## src/rtl/spi_clkgen.sv

```systemverilog
// spi_clkgen: programmable SCK divider with CPOL idle level and edge strobes.
// Define SPI_CLKGEN_GAP_EN to add an inter-frame GAP state of GAP_CYC cycles.
module spi_clkgen #(
  parameter int DIV_WIDTH = 16,
  parameter int GAP_CYC   = 4
) (
  input  logic                 clk_i,
  input  logic                 rst_n_i,
  input  logic                 en_i,
  input  logic                 last_i,
  input  logic                 cpol_i,
  input  logic [DIV_WIDTH-1:0] div_i,
  output logic                 spi_clk_o,
  output logic                 pos_edge_o,
  output logic                 neg_edge_o,
  output logic                 idle_o
);

  localparam int GW = $clog2(GAP_CYC + 2);

`ifdef SPI_CLKGEN_GAP_EN
  localparam bit GAP_ON = (GAP_CYC != 0);
`else
  localparam bit GAP_ON = 1'b0;
`endif

  typedef enum logic [1:0] {
    S_IDLE = 2'd0,
    S_RUN  = 2'd1,
    S_STOP = 2'd2,
    S_GAP  = 2'd3
  } state_t;

  state_t r_state;
  state_t w_state_nxt;

  logic [DIV_WIDTH-1:0] r_cnt;
  logic [DIV_WIDTH-1:0] w_cnt_nxt;
  logic [DIV_WIDTH-1:0] r_div;
  logic [DIV_WIDTH-1:0] w_div_nxt;
  logic                 r_cpol;
  logic                 w_cpol_nxt;
  logic [GW-1:0]        r_gap;
  logic [GW-1:0]        w_gap_nxt;

  logic r_clk;
  logic r_pos;
  logic r_neg;
  logic r_idle;
  logic w_clk_nxt;
  logic w_pos_nxt;
  logic w_neg_nxt;
  logic w_idle_nxt;

  logic w_tick;
  logic w_at_idle;
  logic w_stop_req;
  logic w_toggle;

  assign w_tick     = (r_cnt == '0);
  assign w_at_idle  = (r_clk == r_cpol);
  assign w_stop_req = last_i | ~en_i;

  // STOP only divides while SCK is away from its idle level
  assign w_toggle = w_tick &
                    ((r_state == S_RUN) |
                     ((r_state == S_STOP) & ~w_at_idle));

  always_ff @(posedge clk_i or negedge rst_n_i) begin
    if (!rst_n_i) begin
      r_state <= S_IDLE;
    end else begin
      r_state <= w_state_nxt;
    end
  end

  always_comb begin
    w_state_nxt = r_state;
    unique case (r_state)
      S_IDLE: begin
        if (en_i) begin
          w_state_nxt = S_RUN;
        end
      end
      S_RUN: begin
        if (w_stop_req) begin
          w_state_nxt = S_STOP;
        end
      end
      S_STOP: begin
        if (w_at_idle) begin
          w_state_nxt = GAP_ON ? S_GAP : S_IDLE;
        end
      end
      S_GAP: begin
        if (r_gap <= GW'(1)) begin
          w_state_nxt = S_IDLE;
        end
      end
    endcase
  end

  always_comb begin
    w_cnt_nxt  = r_cnt;
    w_div_nxt  = r_div;
    w_cpol_nxt = r_cpol;
    w_gap_nxt  = r_gap;
    w_clk_nxt  = r_clk;
    w_pos_nxt  = 1'b0;
    w_neg_nxt  = 1'b0;
    w_idle_nxt = (w_state_nxt == S_IDLE);
    unique case (r_state)
      S_IDLE: begin
        w_clk_nxt = cpol_i;
        if (en_i) begin
          w_div_nxt  = div_i;
          w_cpol_nxt = cpol_i;
          w_cnt_nxt  = div_i;
        end
      end
      S_RUN,
      S_STOP: begin
        if (w_tick) begin
          w_cnt_nxt = r_div;
        end else begin
          w_cnt_nxt = r_cnt - DIV_WIDTH'(1);
        end
        if (w_toggle) begin
          w_clk_nxt = ~r_clk;
          w_pos_nxt = ~r_clk;
          w_neg_nxt = r_clk;
        end
        if (w_state_nxt == S_GAP) begin
          w_gap_nxt = GW'(GAP_CYC);
        end
      end
      S_GAP: begin
        w_clk_nxt = r_cpol;
        w_gap_nxt = r_gap - GW'(1);
      end
    endcase
  end

  always_ff @(posedge clk_i or negedge rst_n_i) begin
    if (!rst_n_i) begin
      r_cnt  <= '0;
      r_div  <= '0;
      r_cpol <= 1'b0;
      r_gap  <= '0;
      r_clk  <= 1'b0;
      r_pos  <= 1'b0;
      r_neg  <= 1'b0;
      r_idle <= 1'b1;
    end else begin
      r_cnt  <= w_cnt_nxt;
      r_div  <= w_div_nxt;
      r_cpol <= w_cpol_nxt;
      r_gap  <= w_gap_nxt;
      r_clk  <= w_clk_nxt;
      r_pos  <= w_pos_nxt;
      r_neg  <= w_neg_nxt;
      r_idle <= w_idle_nxt;
    end
  end

  assign spi_clk_o  = r_clk;
  assign pos_edge_o = r_pos;
  assign neg_edge_o = r_neg;
  assign idle_o     = r_idle;

endmodule
```

## config.mk

```make
export PLATFORM = sky130hd
export DESIGN_NAME = spi_clkgen
export DESIGN_NICKNAME = d
export VERILOG_FILES = /design/src/rtl/spi_clkgen.sv
export SDC_FILE = /design/constraint.sdc
export NUM_CORES = 1
export LEC_CHECK = 0
export CAP_MARGIN = 25
export CORE_MARGIN = 2
export CORE_UTILIZATION = 35
export DETAILED_ROUTE_END_ITERATION = 8
export GPL_ROUTABILITY_DRIVEN = 0
export GPL_TIMING_DRIVEN = 0
export HOLD_SLACK_MARGIN = 0.15
export MAX_ROUTING_LAYER = met4
export SYNTH_ARGS = -nofsm -noshare
export SYNTH_HDL_FRONTEND = slang
export SYNTH_SLANG_ARGS = --single-unit
```

## constraint.sdc

```tcl
create_clock -name clk_i -period 5.5 [get_ports clk_i]
set_clock_uncertainty 0.2 [all_clocks]
set_input_delay 1.1 -clock clk_i [delete_from_list [all_inputs] [get_ports clk_i]]
set_output_delay 1.1 -clock clk_i [all_outputs]
set_load 0.02 [all_outputs]
```

==> run summary <==
The library cell used most frequently in the layout, excluding fill and tap cells, is dfrtp_1. Input and output buffers added on the ports amount to 24. 25 I/O pins were placed.

The tools report the DRC violations left as 0. By instance count, the cell type seen most on the critical path is o21ai_0. Max-cap violations in this run came to 0. The power density over the cells is 510 mW/mm^2, and the post-synth net total is 311.

The floorplan has 31 rows. The remaining antenna violation count was 0. The logs give 2 for the deepest level of the CTS H-tree and 49 for the number of different library cells in the post-synthesis netlist. During synthesis, Yosys emitted a total of 0 warnings.

The number of flops mapped to enable cells by yosys is 0. The run gives 2.18 ns as the post-placement worst setup slack. TritonCTS built the clock tree. For the worst-skew pair, the clock arrives at the later sink with an insertion delay of 0.30 ns. On the critical path, the stage with the largest delay is an instance of clkdlybuf4s50_1. Buffers added to address setup during post-CTS repair amount to 0. The number of vias per cell after detailed routing came out at 5.47. In this run the tightest slew margin relative to its limit is 36.1%. The tools report the sum of negative setup slack as 0 ns. For this run, the number of standard cells in the final layout without fillers is 413.

In this run, synthesis produced a sequential element count of 42. The total core area is 0.00721 mm^2. The final layout contains 343 nets.

The tools report the initial antenna violation count as 0. The clock period could shrink to 2.98 ns. The run gives 0.00259 mm^2 as the synthesized cell area.

The run finished with clean final reports. Across all setup checks in the final design, the least slack found is 2.52 ns. The maximum net fanout on the critical path was 10; the first-pass iteration count of the detailed router was 4.

Relative to the synthesized area, the layout overhead comes to 17.7%. In the final layout, the share of cells above drive strength 1 is 11.1%. The number of gates resized after CTS is 0. The post-CTS clock slew at the launch and capture registers of the worst setup and hold paths is 0.09 ns, and the count of placed standard cells including taps is 406. Prevailing post-synth register cell: dfrtp_1. The count of hold-fix buffers inserted at cts was 0. The data arrival time at the worst-slack endpoint was 3.01 ns. The clock tree root buffer cell was clkbuf_8. Leaving out fill and tap cells, the most frequent cells in the layout are 41 x dfrtp_1, 26 x o21ai_0, 24 x a21oi_1, 23 x clkdlybuf4s50_1, 22 x nand2_1. For this design, the sink count on the clock tree is 42. The worst setup path is of the input port to flop kind.

The first global-routing pass estimated 10,900 um of wire. Entering global routing, the biggest net connects 27 pins. For the global-route total usage across every layer, the log shows 17.1%. The worst supply voltage drop on vdd came out at 138 uV. The tools report the total count of hold-check failures in the final report as 0. In the synthesized netlist the async set-or-reset flop fraction comes to 100%.

For the number of standard cells after synthesis, the log shows 282. After detailed routing, the average wire length per cell comes to 15.9 um. Setup repair after global routing left no endpoint under its margin. The tightest min-delay check is of the flop to flop type. Of the synthesized area, sequential elements account for 40.6%. For the total of endpoints with negative setup slack in the final report, the log shows 0. Counting the buffers created by CTS gives 5. The layout has 766 filler cells. Detailed placement finished with a half-perimeter wire length of 4800 um.

Dividing the synthesized area by the synthesized cell count gives 9.18 um^2. Overall power consumption after layout is estimated at 1.55 mW. The number of max-slew violations in the final report is 0, and the chip height is 90 um. The die is 90 um wide. For the initial standard-cell utilization of the core, the log shows 35.9%.

Summed over all layers, the global routing overflow is 0. The worst path uses 54.2% of the clock period. For this run, the slowest stage of the critical path takes 0.61 ns.

The analysis attributes to cell leakage a power of 1.23 nW. The run gives 148 as the first-iteration detailed-routing DRC count. Walking the worst path, the cells encountered are clkdlybuf4s50_1 > nand2b_1 > clkbuf_1 > nand2_1 > a31oi_1 > o21ai_0 > o21ai_0.

For the worst setup path, the data required time is 5.53 ns. At the pin with the least slew margin, the transition time is 0.949 ns. The routed layout has 2,259 vias.

The tools report the overall routed net length as 6570 um. The upper clock frequency limit was 0.335 GHz; the number of diodes was 0. For this run, the share of the core covered by cells in the final layout is 42.2%.

For the via count of the first global-routing pass, the log shows 2,205. In this run the deepest clock path goes through 2 buffers. The startpoint type of the worst setup path was an input port. The die covers 0.00810 mm^2. STA classifies the critical path endpoint as a flop.
==> worst paths after layout <==
| path | slack (ns) | startpoint | endpoint | cells after the start |
|---|---|---|---|---|
| worst min-delay path | 0.28 | r_div[14]$_DFFE_PN0P_ | r_div[14]$_DFFE_PN0P_ | 2 |
| worst min register to register | 0.28 | r_div[14]$_DFFE_PN0P_ | r_div[14]$_DFFE_PN0P_ | 2 |
| max in group asynchronous | 4.02 | rst_n_i | idle_o$_DFF_PN1_ | 2 |
| min in group asynchronous | 0.52 | rst_n_i | r_div[4]$_DFFE_PN0P_ | 1 |
| worst max register to register | 2.92 | r_state[0]$_DFF_PN0_ | r_cnt[7]$_DFFE_PN0P_ | 8 |
| worst max-delay path | 2.52 | en_i | r_cnt[14]$_DFFE_PN0P_ | 7 |
==> per-layer routing <==
metal	track usage, %	vias up	share of wire [%]
li1	-	1096	-
met5	-	-	0
met3	3.27	10	4.8
met1	22.2	1090	46
met2	26.6	63	48
met4	6.41	0	1.6
==> flip-flops by register name, summed over array words and instances (netlist names) <==
signal,cells
r_state,2
r_div,16
r_cnt,16
r_gap,3
pos_edge_o,1
r_cpol,1
neg_edge_o,1
idle_o,1
spi_clk_o,1
==> metrics by stage <==
| stage | area (um^2) | hold slack (ns) |
|---|---|---|
| after detailed placement | 2970 | 0.265 |
| after floorplan | 2590 | 0.241 |
| after global placement | 2950 | 0.260 |
| after global routing | 3050 | 0.320 |
| after CTS | 3050 | 0.284 |
| final | 3050 | 0.277 |
==> power by group <==
group / switching (mW) / internal [mW] / leakage, nW
clock: 0.110 / 0.0854 / 0.0438
sequential: 0.136 / 0.452 / 0.497
combinational: 0.440 / 0.329 / 0.684
total: 0.686 / 0.867 / 1.23
==> synth_stat cells (all sizes together) (4+ instances only) <==
cell type  count  area share, %
clkbuf        11            1.6
or3            5            1.2
dfrtp         41             40
nor3           9            1.7
a21oi         24            4.6
mux2i          6            2.3
and3           6            1.5
nand2         23            3.4
nand2b         4           0.97
ha             8            3.9
xor2           5            1.7
o31ai          5            1.5
a31oi          5            1.2
nor2          16            2.3
nand3          7            1.4
o22ai          5            1.2
inv           11            1.6
mux2          16            7.0
o21ai         27            5.2
nor4           7            3.3
buf            5            1.1
==> final cells by class <==
| class | count | area [um^2] | area share [%] |
|---|---|---|---|
| clock buffers | 5 | 68.8 | 2.26 |
| well taps | 99 | 124 | 4.07 |
| clock inverters | 2 | 10.0 | 0.329 |
| plain buffers | 16 | 70.1 | 2.30 |
| multi-input cells | 213 | 1430 | 46.8 |
| inverters | 11 | 41.3 | 1.36 |
| flip-flops and latches | 42 | 1050 | 34.5 |
| repair buffers | 25 | 255 | 8.38 |
==> critical path, delay by kind of cell <==
family | cells | cell delay (ns)
buffers and inverters | 2 | 0.99
AND/OR/NAND/NOR | 2 | 0.45
AO/OA/AOI/OAI | 3 | 0.47
==> cell families after synthesis <==
kind of cell	count (synthesis)	synth area share, %
AO/OA/AOI/OAI	83	19.3
flip-flops	42	40.6
buffers and inverters	27	4.30
XOR/XNOR	7	2.37
multiplexers	22	9.28
AND/OR/NAND/NOR	93	20.2
adder cells (fa/ha/maj)	8	3.87
Power figures use the tool's default switching activity.
